**src/rtl/ula_pkg.sv**
```systemverilog
//==============================================================================
// Module      : ula_pkg
// Description : Shared opcodes, FSM states and default widths for ula_controle.
// Revision    : 1.0 - initial release
//==============================================================================
`default_nettype none

package ula_pkg;

    localparam int LARGURA_PADRAO = 8;
    localparam int NREGS_PADRAO   = 4;

    localparam logic [1:0] OP_SOMA_U = 2'd0;
    localparam logic [1:0] OP_SOMA_S = 2'd1;
    localparam logic [1:0] OP_MULT_S = 2'd2;
    localparam logic [1:0] OP_RESERV = 2'd3;

    typedef enum logic [1:0] {
        OCIOSO   = 2'd0,
        EMITE    = 2'd1,
        RESPOSTA = 2'd2
    } estado_t;

endpackage : ula_pkg

`default_nettype wire

```
**src/rtl/banco_regs.sv**
```systemverilog
//==============================================================================
// Module      : banco_regs
// Description : Operand register bank, one write port, two combinational reads.
// Revision    : 1.0 - initial release
//==============================================================================
`default_nettype none

module banco_regs #(
    parameter int LARGURA = 8,
    parameter int NREGS   = 4
) (
    input  logic                       clk,
    input  logic                       reset,
    input  logic                       we_i,
    input  logic [$clog2(NREGS)-1:0]   wa_i,
    input  logic [LARGURA-1:0]         wd_i,
    input  logic [$clog2(NREGS)-1:0]   ra1_i,
    output logic [LARGURA-1:0]         rd1_o,
    input  logic [$clog2(NREGS)-1:0]   ra2_i,
    output logic [LARGURA-1:0]         rd2_o
);

    logic [LARGURA-1:0] regs_q [NREGS];

    always_ff @(posedge clk) begin
        if (reset) begin
            for (int i = 0; i < NREGS; i++) begin
                regs_q[i] <= '0;
            end
        end else if (we_i) begin
            regs_q[wa_i] <= wd_i;
        end
    end

    assign rd1_o = regs_q[ra1_i];
    assign rd2_o = regs_q[ra2_i];

endmodule : banco_regs

`default_nettype wire

```
**src/rtl/ula_controle.sv**
```systemverilog
//==============================================================================
// Module      : ula_controle
// Description : Issues instructions to the combinational ULA, writes results
//               back into the operand bank and returns them on a response port.
// Revision    : 1.0 - initial release
//==============================================================================
`default_nettype none

module ula_controle
    import ula_pkg::*;
#(
    parameter int LARGURA = LARGURA_PADRAO,
    parameter int NREGS   = NREGS_PADRAO
) (
    input  logic                       clk,
    input  logic                       reset,
    input  logic                       instr_valid,
    output logic                       instr_ready,
    input  logic                       instr_tipo,
    input  logic [1:0]                 instr_op,
    input  logic [$clog2(NREGS)-1:0]   instr_rd,
    input  logic [$clog2(NREGS)-1:0]   instr_rs1,
    input  logic [$clog2(NREGS)-1:0]   instr_rs2,
    input  logic [LARGURA-1:0]         instr_imm,
    output logic [1:0]                 Operacao,
    output logic [LARGURA-1:0]         in1,
    output logic [LARGURA-1:0]         in2,
    input  logic [LARGURA-1:0]         saida,
    input  logic                       saida_comp,
    output logic                       resp_valid,
    input  logic                       resp_ready,
    output logic [LARGURA-1:0]         resp_dado,
    output logic                       resp_comp,
    output logic                       resp_erro
);

    localparam int AW = $clog2(NREGS);

    estado_t            estado_q, estado_d;
    logic [1:0]         operacao_q, operacao_d;
    logic [LARGURA-1:0] in1_q, in1_d;
    logic [LARGURA-1:0] in2_q, in2_d;
    logic [AW-1:0]      rd_q, rd_d;
    logic [LARGURA-1:0] dado_q, dado_d;
    logic               comp_q, comp_d;
    logic               erro_q, erro_d;

    logic               w_we;
    logic [AW-1:0]      w_wa;
    logic [LARGURA-1:0] w_wd;
    logic [LARGURA-1:0] w_rdata1;
    logic [LARGURA-1:0] w_rdata2;

    banco_regs #(
        .LARGURA (LARGURA),
        .NREGS   (NREGS)
    ) u_banco (
        .clk   (clk),
        .reset (reset),
        .we_i  (w_we),
        .wa_i  (w_wa),
        .wd_i  (w_wd),
        .ra1_i (instr_rs1),
        .rd1_o (w_rdata1),
        .ra2_i (instr_rs2),
        .rd2_o (w_rdata2)
    );

    always_ff @(posedge clk) begin
        if (reset) begin
            estado_q   <= OCIOSO;
            operacao_q <= '0;
            in1_q      <= '0;
            in2_q      <= '0;
            rd_q       <= '0;
            dado_q     <= '0;
            comp_q     <= 1'b0;
            erro_q     <= 1'b0;
        end else begin
            estado_q   <= estado_d;
            operacao_q <= operacao_d;
            in1_q      <= in1_d;
            in2_q      <= in2_d;
            rd_q       <= rd_d;
            dado_q     <= dado_d;
            comp_q     <= comp_d;
            erro_q     <= erro_d;
        end
    end

    always_comb begin
        estado_d   = estado_q;
        operacao_d = operacao_q;
        in1_d      = in1_q;
        in2_d      = in2_q;
        rd_d       = rd_q;
        dado_d     = dado_q;
        comp_d     = comp_q;
        erro_d     = erro_q;
        w_we       = 1'b0;
        w_wa       = instr_rd;
        w_wd       = instr_imm;

        case (estado_q)
            OCIOSO: begin
                if (instr_valid) begin
                    if (instr_tipo) begin
                        w_we     = 1'b1;
                        dado_d   = instr_imm;
                        comp_d   = 1'b0;
                        erro_d   = 1'b0;
                        estado_d = RESPOSTA;
                    end else if (instr_op == OP_RESERV) begin
                        dado_d   = '0;
                        comp_d   = 1'b0;
                        erro_d   = 1'b1;
                        estado_d = RESPOSTA;
                    end else begin
                        // Operands are sampled here, so rd may alias rs1/rs2.
                        operacao_d = instr_op;
                        in1_d      = w_rdata1;
                        in2_d      = w_rdata2;
                        rd_d       = instr_rd;
                        estado_d   = EMITE;
                    end
                end
            end
            EMITE: begin
                w_we     = 1'b1;
                w_wa     = rd_q;
                w_wd     = saida;
                dado_d   = saida;
                comp_d   = saida_comp;
                erro_d   = 1'b0;
                estado_d = RESPOSTA;
            end
            RESPOSTA: begin
                if (resp_ready) begin
                    estado_d = OCIOSO;
                end
            end
            default: begin
                estado_d = OCIOSO;
            end
        endcase
    end

    assign instr_ready = (estado_q == OCIOSO);
    assign resp_valid  = (estado_q == RESPOSTA);
    assign Operacao    = operacao_q;
    assign in1         = in1_q;
    assign in2         = in2_q;
    assign resp_dado   = dado_q;
    assign resp_comp   = comp_q;
    assign resp_erro   = erro_q;

endmodule : ula_controle

`default_nettype wire

```
**config.mk**
```make
export PLATFORM = sky130hd
export DESIGN_NAME = ula_controle
export DESIGN_NICKNAME = d
export VERILOG_FILES = /design/src/rtl/ula_pkg.sv /design/src/rtl/banco_regs.sv /design/src/rtl/ula_controle.sv
export SDC_FILE = /design/constraint.sdc
export NUM_CORES = 1
export LEC_CHECK = 0
export ABC_AREA = 1
export CAP_MARGIN = 40
export CORE_ASPECT_RATIO = 0.8
export CORE_MARGIN = 4
export CORE_UTILIZATION = 40
export CTS_CLUSTER_DIAMETER = 150
export CTS_CLUSTER_SIZE = 16
export DETAILED_ROUTE_END_ITERATION = 8
export PLACE_DENSITY = 0.75
export SLEW_MARGIN = 20
export SYNTH_ARGS = -nofsm -noshare
export SYNTH_HDL_FRONTEND = slang
export SYNTH_SLANG_ARGS = --single-unit
```
**constraint.sdc**
```tcl
create_clock -name clk -period 2.51 [get_ports clk]
set_clock_uncertainty 0.1 [all_clocks]
set_input_delay 0.3765 -clock clk [delete_from_list [all_inputs] [get_ports clk]]
set_output_delay 0.3765 -clock clk [all_outputs]
set_load 0.05 [all_outputs]
```
==> run metrics <==
first-pass GRT wire length 13200 um; Worst Path Max Fanout 13; area of the multi-input gates 1270 um2; Yosys warning total 0; Final ANT Viol Nets 0; Slew HR between 60 and 70%; drt initial violations 162; Slew Limit Fails 0; H-tree level count 3; DRT Pass-1 Iters 7; Tot GR Track Use 18.1%; # rows 28; hold depth 2; Post-Route WL 7900 um; I/O pin total 60; crit path DAT 1.89 ns; hold buffers post-CTS 0; switching share of power 29.2%; LEAKAGE ~1.8 nW; Tmin final 2.36 ns; reg2reg start estado_q[0]; die area 9420 um2; Vias/cell 4.74; share of power burned in registers 46.7%; CP endpoint kind output port; R2R Setup Slk 0.36 ns; maxcap violations 0; largest net degree at the start of global routing 21; syn_nets 452; Netlist cell types 21; Clk pwr share between 30% and 40%; cts bufs inserted 9; Root Buffer clkbuf_8; Mapped Area about 3200 um2; Power Dens Cells 629 nW/um2; RSZ-0062 raised after global routing no; Setup TNS 0 ns; input/output buffers 59; placed instance count 576; Initial Util 41.9%; Worst Tran Pin Value 0.550 ns; register bit total from synthesis 64; Nets 512; number of global-route vias before repair 2773; Finished Layout Cells 592; combinational share of power 19.7%; most frequent cells in the layout 123 x nand2_1, 69 x nor2_1, 59 x clkdlybuf4s50_1; Clock Latency Late Sink about 0.34 ns; Placeable Area between 7000 and 8000 um2; postcts setup bufs 0; Final setup viols 0; min-delay src resp_dado[3]; worst path required time 2.03 ns; share of cells above drive strength 1 roughly 7%; DIE WIDTH ~110 um; diodes inserted 0; Startpoint Class flip-flop; Min-Delay Path Class flip-flop to flip-flop; clk slew on worst S/H paths 0.07 ns; # resized after CTS 0; Sink Count 64; run status finished clean; capturing point of the worst reg2reg path u_banco.regs_q[0][7]; most common cell after layout, fill and taps aside nand2_1; r2r worst-path depth 6; final critical-path share of the clock period 94.2%; Int Power about 1.8 mW; critical path type flip-flop to output port; WHS Endpoint resp_dado[3]; Post-Syn Instances 422; timing-limited maximum frequency 0.423 GHz; CTS tree done; Hold Vio Cnt, Final 0; RD Place Congestion 0.842; wire per inst 13.4 um; Sw Pwr 741 uW; Avg Cell Area, Syn roughly 7.5 um2; sequential element share of the synthesized area 50.5%; Syn-to-layout area delta 27.6%; antenna violations before repair 0; Peak VDD IR 0.256 mV; FILL cells 719; DP HPWL 6000 um; grt ovf 0; die height 87.6 um; DRC 0; register area 1600 um2; Vias around 2800; maximum clock path buffer count 2
[worst max-delay path, stage by stage (launching register included)]
cell	delay, ns
dfxtp_1	0.67
nor2_1	0.14
clkdlybuf4s50_1	0.73
[metal layers]
layer  share of wire [%]  global-route usage [%]  vias up  wire (um)
met5                   0                       0        -          0
li1                    -                       -     1447          -
met3                 7.7                    6.41       12        607
met2                  44                    28.8       90       3460
met4                 1.7                    5.39        0        132
met1                  47                    23.3     1256       3700
[cells by family after synthesis]
group           Yosys count  share of synthesized area [%]
flops                    64                           50.5
buf+inv                  70                           9.44
simple gates            254                           34.3
compound gates           34                           5.72
[registers in the layout, summed over array words and instances, names as in the netlist]
name            cells
in2                 8
in1                 8
resp_comp           1
u_banco.regs_q     32
Operacao            2
rd_q                2
estado_q            2
resp_dado           8
resp_erro           1
[power groups by stage]
stage,combinational (mW),sequential [mW],clock [mW]
finish,0.501,1.19,0.852
global route,0.549,1.19,0.925
CTS,0.503,1.19,0.880
detailed placement,0.501,1.21,0
global placement,0.491,1.21,0
floorplan,0.228,1.31,0
[synth_stat cells]
cell type  count  area share (%)
inv_2          2            0.24
nand3_2        1            0.32
o21ai_1        2            0.32
o21ai_0       20             3.2
nor3_1         9             1.4
buf_2          8             1.3
nand2_2        5            0.99
inv_1         50             5.9
dfxtp_1       32              20
a21oi_4        1            0.51
nand3_1       42             6.6
edfxtp_1      32              30
buf_4          3            0.71
a21oi_1       11             1.7
nand4_1        1            0.20
buf_6          2            0.71
nand2_4        1            0.36
nand3_4        3             1.7
nor2_1        69             8.2
nand2_1      123              15
clkbuf_1       5            0.59
[per-stage QoR]
stage	util, %	power (mW)	setup WS (ns)	hold slack (ns)	instance area (um2)
finish	53.4	2.54	0.146	0.364	4040
global route	53.4	2.67	0.0642	0.376	4040
CTS	53.4	2.57	0.114	0.364	4040
detailed placement	50.8	1.71	0.257	0.355	3850
global placement	50.7	1.70	0.257	0.347	3840
floorplan	-	1.53	0.736	0.346	3170
[how the worst max path moves through the flow]
stage	start	slack, ns	end	depth (start not counted)
after floorplan	estado_q[1]	0.74	u_banco.regs_q[1][0]	5
after global placement	instr_tipo	0.26	in2[3]	6
after detailed placement	instr_valid	0.26	u_banco.regs_q[3][3]	6
after CTS	estado_q[0]	0.11	resp_valid	2
after global routing	estado_q[0]	0.06	resp_valid	2
final	estado_q[0]	0.15	resp_valid	2
[cell type report]
type	count	share of cell area (%)
multi-input combinational	288	31.4
sequential	64	39.6
clock buffer	14	4.55
timing repair buffer	67	16.1
inverter	52	4.83
clock inverter	2	0.279
tap	105	3.25
(Power assumes the default switching activity.)
